**config.mk**
```make
export PLATFORM = sky130hd
export DESIGN_NAME = step_counter_fsm
export DESIGN_NICKNAME = d
export VERILOG_FILES = /design/src/rtl/step_counter_fsm.sv
export SDC_FILE = /design/constraint.sdc
export NUM_CORES = 1
export LEC_CHECK = 0
export ABC_AREA = 1
export CORE_UTILIZATION = 53
export CTS_CLUSTER_DIAMETER = 40
export DETAILED_ROUTE_END_ITERATION = 6
export HOLD_SLACK_MARGIN = 0.05
export MAX_ROUTING_LAYER = met4
export PLACE_DENSITY = 0.88
export RECOVER_POWER = 25
export SLEW_MARGIN = 20
export SYNTH_ARGS = -nofsm -noshare
export SYNTH_HDL_FRONTEND = slang
export SYNTH_SLANG_ARGS = --single-unit
export TNS_END_PERCENT = 10
```
**constraint.sdc**
```tcl
create_clock -name clk -period 3.6 [get_ports clk]
set_input_delay 1.08 -clock clk [delete_from_list [all_inputs] [get_ports clk]]
set_output_delay 1.08 -clock clk [all_outputs]
set_load 0.05 [all_outputs]
```
**src/rtl/step_counter_fsm.sv**
```systemverilog
// Loadable step counter with programmable step/limit, wrap or saturate, and a
// start/busy/done handshake. Optional en prescaler: STEP_COUNTER_PRESCALE_EN.
module step_counter_fsm #(
  parameter int WIDTH    = 8,
  parameter int STEP_W   = 4,
  parameter int PRESCALE = 4
) (
  input  logic              clk,
  input  logic              rst,
  input  logic              i_load,
  input  logic [WIDTH-1:0]  i_data_in,
  input  logic              i_start,
  input  logic              i_en,
  input  logic              i_up_down,
  input  logic              i_mode,
  input  logic [STEP_W-1:0] i_step,
  input  logic [WIDTH-1:0]  i_limit,
  output logic [WIDTH-1:0]  o_data_out,
  output logic              o_c_end,
  output logic              o_tc_pulse,
  output logic              o_busy,
  output logic              o_done
);

  typedef enum logic [1:0] {S_IDLE, S_RUN, S_DONE} state_t;

  state_t             r_state;
  logic [WIDTH-1:0]   r_cnt;
  logic               r_tc;
  logic               r_busy;
  logic               r_done;

  logic [STEP_W-1:0]  w_step_eff;
  logic [WIDTH:0]     w_s;
  logic [WIDTH:0]     w_cnt_x;
  logic [WIDTH:0]     w_lim_x;
  logic [WIDTH:0]     w_sum;
  logic [WIDTH-1:0]   w_tgt;
  logic [WIDTH-1:0]   w_wrap_val;
  logic [WIDTH-1:0]   w_stepped;
  logic               w_at_tgt;
  logic               w_hit;
  logic               w_tick;
  logic               w_start_ok;

  if (PRESCALE < 1 || STEP_W > WIDTH || WIDTH < 2) begin : g_bad_cfg
  end

  // One extra bit keeps count + step from silently wrapping before compare.
  assign w_step_eff = (i_step == '0) ? STEP_W'(1) : i_step;
  assign w_s        = {{(WIDTH+1-STEP_W){1'b0}}, w_step_eff};
  assign w_cnt_x    = {1'b0, r_cnt};
  assign w_lim_x    = {1'b0, i_limit};
  assign w_sum      = w_cnt_x + w_s;
  assign w_tgt      = i_up_down ? i_limit : '0;
  assign w_wrap_val = i_up_down ? '0 : i_limit;
  assign w_at_tgt   = (r_cnt == w_tgt);
  assign w_hit      = i_up_down ? ((w_sum >= w_lim_x) || (w_cnt_x >= w_lim_x))
                                : (w_cnt_x <= w_s);
  assign w_stepped  = i_up_down ? w_sum[WIDTH-1:0] : (r_cnt - w_s[WIDTH-1:0]);
  assign w_start_ok = i_start && (r_state != S_RUN);

`ifdef STEP_COUNTER_PRESCALE_EN
  localparam int PW = (PRESCALE > 1) ? $clog2(PRESCALE) : 1;
  logic [PW-1:0] r_presc;
  logic          w_presc_last;

  assign w_presc_last = (r_presc == PW'(PRESCALE-1));
  assign w_tick       = i_en && w_presc_last;

  always_ff @(posedge clk or posedge rst) begin
    if (rst)
      r_presc <= '0;
    else if (i_load || w_start_ok || r_state != S_RUN)
      r_presc <= '0;
    else if (i_en)
      r_presc <= w_presc_last ? '0 : r_presc + PW'(1);
  end
`else
  assign w_tick = i_en;
`endif

  always_ff @(posedge clk or posedge rst) begin
    if (rst) begin
      r_cnt   <= '0;
      r_state <= S_IDLE;
      r_tc    <= 1'b0;
      r_busy  <= 1'b0;
      r_done  <= 1'b0;
    end else begin
      r_tc <= 1'b0;
      if (i_load) begin
        r_cnt <= i_data_in;
        if (w_start_ok) begin
          r_state <= S_RUN;
          r_busy  <= 1'b1;
          r_done  <= 1'b0;
        end else if (r_state == S_DONE) begin
          r_state <= S_IDLE;
          r_busy  <= 1'b0;
          r_done  <= 1'b0;
        end
      end else if (w_start_ok) begin
        r_state <= S_RUN;
        r_busy  <= 1'b1;
        r_done  <= 1'b0;
      end else if (r_state == S_RUN && w_tick) begin
        if (w_at_tgt) begin
          // Already parked on the target: wrap restarts, saturate finishes.
          if (i_mode) begin
            r_cnt <= w_wrap_val;
          end else begin
            r_state <= S_DONE;
            r_busy  <= 1'b0;
            r_done  <= 1'b1;
            r_tc    <= 1'b1;
          end
        end else if (w_hit) begin
          r_cnt <= w_tgt;
          r_tc  <= 1'b1;
          if (!i_mode) begin
            r_state <= S_DONE;
            r_busy  <= 1'b0;
            r_done  <= 1'b1;
          end
        end else begin
          r_cnt <= w_stepped;
        end
      end
    end
  end

  assign o_data_out = r_cnt;
  assign o_c_end    = w_at_tgt;
  assign o_tc_pulse = r_tc;
  assign o_busy     = r_busy;
  assign o_done     = r_done;

endmodule

```
==> results.tsv, run 1 <==
stage	metric	value	unit
sta	min cycle time layout	3.75	ns
power_and_ir_drop	NetSw	1.35	mW
detailed_routing	via density per instance	6.07	
status	run status	complete, but fails checks	
sta	minimum hold slack	0.476	ns
sta	worst clock skew	0.00713	ns
setup_path	category of the critical setup timing path	in2reg	
clock_network	worst skew pair latency	0.25	ns
clock_network	CTS tree	yes	
logic_synthesis	count of distinct cell types in the synthesized netlist	35	
die	Top Ports	39	
logic_synthesis	syn_nets	382	
power_and_ir_drop	peak supply drop	0.000543	V
setup_path	cell family with the largest share of critical-path delay	simple AND/OR/NAND/NOR gates	
logic_synthesis	FF+latch count, synth	12	
sta	final critical-path share of the clock period	104	%
place	count of buffers inserted at the top-level ports	38	
hold_path	Min-Delay Startpoint	r_state[0]$_DFFE_PP0P_	
setup_path	cell with the biggest individual delay on the critical path	ha_1	
setup_path	most repeated library cell on the critical path	nand2_1	
sta	transition time at the pin with the least slew margin	0.511	ns
clock_network	count of hold buffers inserted by post-cts repair	0	
logic_synthesis	synthesized area	0.00201	mm^2
place	worst setup timing slack at the placement stage	-0.676	ns
detailed_routing	length of the first detailed-routing pass in iterations	7	
grt	Most Crowded Layer GR	met2	
setup_path	biggest cell delay along the critical path	0.33	ns
die	Core Footprint	0.00347	mm^2
sta	Final Slew Violations	0	
setup_path	Buf/Inv on CP	5	
power_and_ir_drop	Sw Share	56.1	%
detailed_routing	Detailed Route WL	7.58	mm
grt	maximum number of pins on one net before global-route repair	17	
die	die outline area	0.00403	mm^2
power_and_ir_drop	power density over the cells	820	mW/mm^2
logic_synthesis	Syn. warnings	0	
cells_and_area	fin nets	457	
clock_network	number of clock buffers inserted by TritonCTS	3	
clock_network	total clock sinks	12	
setup_path	launching instance or port of the critical path	i_step[2]	
die	Die Ht	63.5	um
setup_path	Arr. time, crit path	3.93	ns
sta	final hold viol count	0	
setup_path	Critical Path End Type	flop	
grt	initial antenna violation count	0	
power_and_ir_drop	share of power burned in combinational logic	81.3	%
die	Rows	21	
cells_and_area	share of cells above drive strength 1	21.9	%
detailed_routing	detailed-route DRC error count	1	
clock_network	CTS max path bufs	2	
clock_network	clock root cell	clkbuf_8	
cells_and_area	Filler Cells Inserted	217	
run	maximum capacitance violations	0	
grt	global-route total usage across every layer	35.7	%
sta	post-route setup TNS	-0.984	ns
cells_and_area	leading cell type in the layout, fill and taps excluded	nand2_1	
power_and_ir_drop	static power due to leakage	1.58	nW
cells_and_area	most frequent cells in the layout	106 x nand2_1, 37 x buf_4, 33 x inv_1	
logic_synthesis	Gate Count Post-Synth	328	
detailed_routing	total number of vias	2714	
grt	vias in the first global route	2485	
clock_network	Reg clk slew, reported paths	0.05	ns
grt	wire length of the first global-routing pass	11.1	mm
place	gpl congestion	0.938	
sta	unrepaired setup endpoints after global routing	yes	
detailed_routing	count of nets left with antenna violations after detail routing	0	
place	detailed placer's ending HPWL	4.54	mm
cells_and_area	Layout area overhead	46.2	%
clock_network	number of levels the H-tree was split into	1	
cells_and_area	antenna fix cells	0	
logic_synthesis	sequential area share after synthesis	15.0	%
sta	final-report setup violation count	12	
sta	smallest setup slack after layout	-0.148	ns
grt	met3 Track Usage GR	6.52	%
setup_path	r2r startpoint	o_data_out[1]$_DFFE_PP0P_	
die	die outline width	63.5	um
setup_path	maximum fanout along the worst path	5	
setup_path	Req. time, crit path	3.78	ns
sta	worst max-slew margin expressed relative to the limit	65.8	%
power_and_ir_drop	sequential group share of total power	13.5	%
die	initial core utilization	57.8	%
hold_path	Hold/Removal Path Class	reg2reg	
power_and_ir_drop	share of power burned in the clock network	5.3	%
power_and_ir_drop	internal portion of total power	1.06	mW
grt	GR Util met2	62.8	%
grt	met1 Track Usage GR	39.8	%
grt	Congestion Overflow GR	0	
detailed_routing	post-DR wirelength/cell	17.0	um
status	violations in the final reports	design-rule violations, negative setup slack	
logic_synthesis	mean post-synth cell area	6.11	um^2
setup_path	crit path launch type	input pin	
detailed_routing	detailed router's first-iteration violation count	316	
sta	maximum achievable frequency	267	MHz
==> timing repair <==
action	4_1_cts	5_1_grt
gates resized for setup	23	31
pin swaps	9	21
gates cloned	3	0
setup endpoints to repair	13	13
buffers inserted	1	4
==> layout make-up <==
class,instances,area (um^2),area share [%]
clock buffer,3,41.3,1.41
timing repair buffer,79,744,25.4
inverter,40,155,5.29
multi-input combinational,267,1630,55.7
tap,46,57.6,1.96
sequential,12,300,10.2
==> sequential cells by signal, indices dropped and copies added, names as in the netlist <==
register,count
o_busy,1
o_data_out,8
o_tc_pulse,1
r_state,2
==> cell families after synthesis <==
| kind of cell | after synthesis | synth area share, % |
|---|---|---|
| compound gates | 29 | 8.30 |
| xor+xnor | 12 | 5.24 |
| fa+ha+maj | 27 | 17.6 |
| buf+inv | 51 | 10.7 |
| flops | 12 | 15.0 |
| mux | 1 | 0.499 |
| simple gates | 196 | 42.7 |
==> metrics by stage <==
stage / area, um^2 / instances / power [mW] / util [%]
after floorplan: 2010 / 328 / 1.38 / -
after global placement: 2670 / 436 / 1.84 / 77.0
after detailed placement: 2670 / 436 / 1.89 / 77.0
after CTS: 2820 / 443 / 2.10 / 81.3
after global routing: 2930 / 447 / 2.57 / 84.6
final: 2930 / 447 / 2.40 / 84.6
==> synth_stat cells (all sizes together) <==
master	n	share of area (%)
o21a	1	0.75
dfrtp	12	15
xor2	11	4.8
buf	6	2.2
xnor2	1	0.44
nand3b	1	0.37
a211oi	1	0.37
o21ai	10	2.5
o22ai	1	0.31
or2	1	0.31
clkbuf	5	1.0
mux2i	1	0.50
fa	2	2.0
nor2	31	6.1
ha	25	16
and2	2	0.62
a21oi	14	3.5
nand4	6	2.2
inv	40	7.5
a31o	1	0.44
nor3	4	1.5
nand3	36	9.6
a221oi	1	0.44
nand2	115	22
==> path summary, 6_finish.rpt <==
check | to | cells after the start | slack (ns)
min reg2reg | r_state[0]$_DFFE_PP0P_ | 2 | 0.48
min in group asynchronous | o_data_out[6]$_DFFE_PP0P_ | 2 | 1.29
max | o_data_out[0]$_DFFE_PP0P_ | 25 | -0.15
max reg2reg | o_data_out[0]$_DFFE_PP0P_ | 22 | 0.41
min | r_state[0]$_DFFE_PP0P_ | 2 | 0.48
max in group asynchronous | r_state[1]$_DFFE_PP0P_ | 2 | 1.98
==> worst reg2reg max path, cell delays in order (launching register included) <==
cell	delay, ns
dfrtp_1	0.48
ha_1	0.34
inv_1	0.11
nand3_1	0.13
nand3_1	0.14
xor2_2	0.20
inv_1	0.08
ha_1	0.32
nand2_2	0.09
nor2_1	0.05
nor2_1	0.11
nand3_1	0.09
nand2_1	0.07
nand2_1	0.06
nand2_2	0.11
nand3_4	0.16
nand2_4	0.17
nand3_2	0.08
nand2_1	0.08
nand2_1	0.07
nand2_1	0.07
nand2_1	0.05
nand2_1	0.05
==> metal layers <==
metal / wire, um / vias to the layer above
met4: 485 / 0
met5: 0 / -
met3: 910 / 67
met2: 3520 / 246
li1: - / 1202
met1: 2660 / 1199
==> power by group through the flow <==
stage | sequential, mW | combinational [mW] | clock (mW)
3_5_place_dp | 0.314 | 1.58 | 0
5_1_grt | 0.331 | 2.11 | 0.129
3_3_place_gp | 0.312 | 1.53 | 0
6_report | 0.324 | 1.95 | 0.126
2_1_floorplan | 0.457 | 0.925 | 0
4_1_cts | 0.315 | 1.67 | 0.121
(Power assumes the default switching activity.)
==> inputs of run 2 (changes only) <==
Settings changed: GPL_TIMING_DRIVEN from default to 0, SLEW_MARGIN 20 to default.
==> run 2 against run 1 <==
The flow finishes with violations (negative setup slack). Via count shrank 11%. Global-route usage down 4.0 points. Sequential cell count stayed put. Combinational power shrank 10%. Maximum frequency is 2.8% higher. Register-to-register slack better by 0.03 ns. Critical endpoint is now o_data_out[3]$_DFFE_PP0P_.
==> results.tsv, run 2 (synthesis results as in run 1) <==
stage	metric	value	unit
status	run status	complete, but fails checks	
status	violations in the final reports	negative setup slack	
detailed_routing	detailed router's first-iteration violation count	201	
detailed_routing	Detailed Route WL	6.11	mm
die	die outline width	63.5	um
setup_path	Worst R2R End	o_data_out[3]$_DFFE_PP0P_	
setup_path	R2R cell count	23	
power_and_ir_drop	NetSw	1.25	mW
cells_and_area	number of flip-flops under the largest register name	8	
setup_path	maximum fanout along the worst path	5	
grt	wire length of the first global-routing pass	9.89	mm
detailed_routing	total number of vias	2410	
sta	unrepaired setup endpoints after global routing	yes	
grt	Congestion Overflow GR	0	
power_and_ir_drop	static power due to leakage	1.49	nW
grt	initial antenna violation count	0	
setup_path	Critical Path End Type	flop	
sta	worst clock skew	0.00212	ns
sta	Final Slew Violations	0	
clock_network	number of clock buffers inserted by TritonCTS	3	
cells_and_area	Filler Cells Inserted	246	
clock_network	count of hold buffers inserted by post-cts repair	0	
power_and_ir_drop	share of power burned in combinational logic	79.4	%
cells_and_area	most frequent cells in the layout	103 x nand2_1, 34 x inv_1, 28 x nor2_1, 28 x nand3_1, 25 x clkdlybuf4s50_1	
detailed_routing	post-DR wirelength/cell	14.2	um
power_and_ir_drop	power density over the cells	796	mW/mm^2
grt	maximum number of pins on one net before global-route repair	13	
die	initial core utilization	57.8	%
setup_path	setup slack, reg-to-reg	0.44	ns
clock_network	number of levels the H-tree was split into	1	
setup_path	Req. time, crit path	3.79	ns
sta	maximum achievable frequency	274	MHz
setup_path	crit path launch type	input pin	
run	maximum capacitance violations	0	
setup_path	Arr. time, crit path	3.83	ns
clock_network	worst skew pair latency	0.24	ns
die	Rows	21	
power_and_ir_drop	share of power burned in the clock network	6.8	%
place	worst setup timing slack at the placement stage	-1.01	ns
sta	post-route setup TNS	-0.0646	ns
die	Top Ports	39	
cells_and_area	antenna fix cells	0	
power_and_ir_drop	Sw Share	56.5	%
setup_path	r2r startpoint	o_data_out[2]$_DFFE_PP0P_	
place	count of buffers inserted at the top-level ports	38	
die	Core Footprint	0.00347	mm^2
power_and_ir_drop	sequential group share of total power	13.8	%
detailed_routing	via density per instance	5.62	
die	die outline area	0.00403	mm^2
setup_path	category of the critical setup timing path	in2reg	
hold_path	cell count of the worst hold path	2	
sta	worst max-slew margin expressed relative to the limit	64.0	%
cells_and_area	Util after Layout	80.0	%
cells_and_area	share of cells above drive strength 1	19.1	%
hold_path	Hold/Removal Path Class	reg2reg	
die	Die Ht	63.5	um
clock_network	CTS max path bufs	2	
place	detailed placer's ending HPWL	4.14	mm
clock_network	total clock sinks	12	
clock_network	clock root cell	clkbuf_8	
sta	final critical-path share of the clock period	101	%
place	gpl congestion	0.962	
sta	transition time at the pin with the least slew margin	0.539	ns
cells_and_area	leading cell type in the layout, fill and taps excluded	nand2_1	
detailed_routing	detailed-route DRC error count	0	
cells_and_area	fin nets	438	
grt	global-route total usage across every layer	31.8	%
cells_and_area	Layout area overhead	38.4	%
power_and_ir_drop	peak supply drop	0.000502	V
power_and_ir_drop	internal portion of total power	962	uW
clock_network	CTS tree	yes	
sta	min cycle time layout	3.64	ns
sta	final hold viol count	0	
hold_path	Min-Delay Startpoint	o_busy$_DFFE_PP0P_	
grt	vias in the first global route	2196	
detailed_routing	count of nets left with antenna violations after detail routing	0	
sta	minimum hold slack	0.472	ns
clock_network	Reg clk slew, reported paths	0.06	ns
sta	final-report setup violation count	2	
sta	smallest setup slack after layout	-0.0439	ns
power_and_ir_drop	Tot Pwr	2.21	mW
detailed_routing	length of the first detailed-routing pass in iterations	5	
hold_path	worst-case hold path end point	o_busy$_DFFE_PP0P_	
[run 2: changes by cell type in the layout (fill, tap and decap cells not counted), sizes merged]
cell           previous run  this run
clkbuf                    4         9
bufbuf                    1         0
dlygate4sd2               1         7
clkdlybuf4s50            31        25
buf                      44        22
[run 2: routing by layer]
| layer | GRT usage, % | wire (um) | vias up |
|---|---|---|---|
| li1 | - | - | 1168 |
| met1 | 38.0 | 2450 | 1078 |
| met2 | 52.1 | 2920 | 136 |
| met3 | 5.62 | 505 | 28 |
| met4 | 13.1 | 234 | 0 |
| met5 | - | 0 | - |
[run 2: what timing repair did]
action / CTS / global route
setup buffers: 8 / 3
gates cloned: 2 / 0
setup endpoints to repair: 13 / 13
pin swaps: 24 / 20
gates resized for setup: 64 / 16
[run 2: area by class of cell]
class                   count  area [um^2]  share of cell area, %
multi-input cells         267         1660                   59.9
repair buffers             49          467                   16.8
flip-flops and latches     12          300                   10.8
inverters                  40          158                   5.68
plain buffers              11         75.1                   2.71
well taps                  46         57.6                   2.07
clock buffers               4         55.1                   1.98
[run 2: worst max-delay path by stage]
stage	start	to	slack (ns)	cells after the start
5_1_grt	i_step[3]	o_data_out[3]$_DFFE_PP0P_	-0.20	25
3_3_place_gp	i_up_down	o_c_end	-0.96	10
4_1_cts	i_step[1]	r_state[1]$_DFFE_PP0P_	-0.01	24
3_5_place_dp	i_up_down	o_c_end	-1.01	10
2_1_floorplan	i_step[3]	o_data_out[1]$_DFFE_PP0P_	0.03	23
6_report	i_step[2]	o_data_out[3]$_DFFE_PP0P_	-0.04	24
[run 2: stage by stage]
stage | cells | cell area (um^2)
finish | 429 | 2780
CTS | 426 | 2700
global placement | 412 | 2450
global route | 429 | 2780
detailed placement | 412 | 2450
floorplan | 328 | 2010
[run 2: power groups by stage]
stage	Sequential, mW	Clock [mW]	Combinational [mW]
final	0.304	0.151	1.75
after global routing	0.311	0.162	1.93
after CTS	0.299	0.150	1.63
after detailed placement	0.297	0	1.46
after global placement	0.296	0	1.42
after floorplan	0.457	0	0.925
[run 2: worst max-delay path, cell delays in order]
cell and delay (ns):
buf_8 0.08, inv_4 0.03, a31o_4 0.24, ha_4 0.16, fa_2 0.36, nand3_2 0.12, nand2_2 0.09, buf_4 0.15
nand4_1 0.09, and2_4 0.15, ha_1 0.23, nand2_1 0.06, inv_1 0.04, nand2_1 0.06, nand2_1 0.06, nand2_2 0.11
nand3_4 0.15, nand2_4 0.16, nand3_2 0.07, nand2_1 0.08, nand2_1 0.05, nand2_1 0.07, nand2_2 0.06, nand2_2 0.07
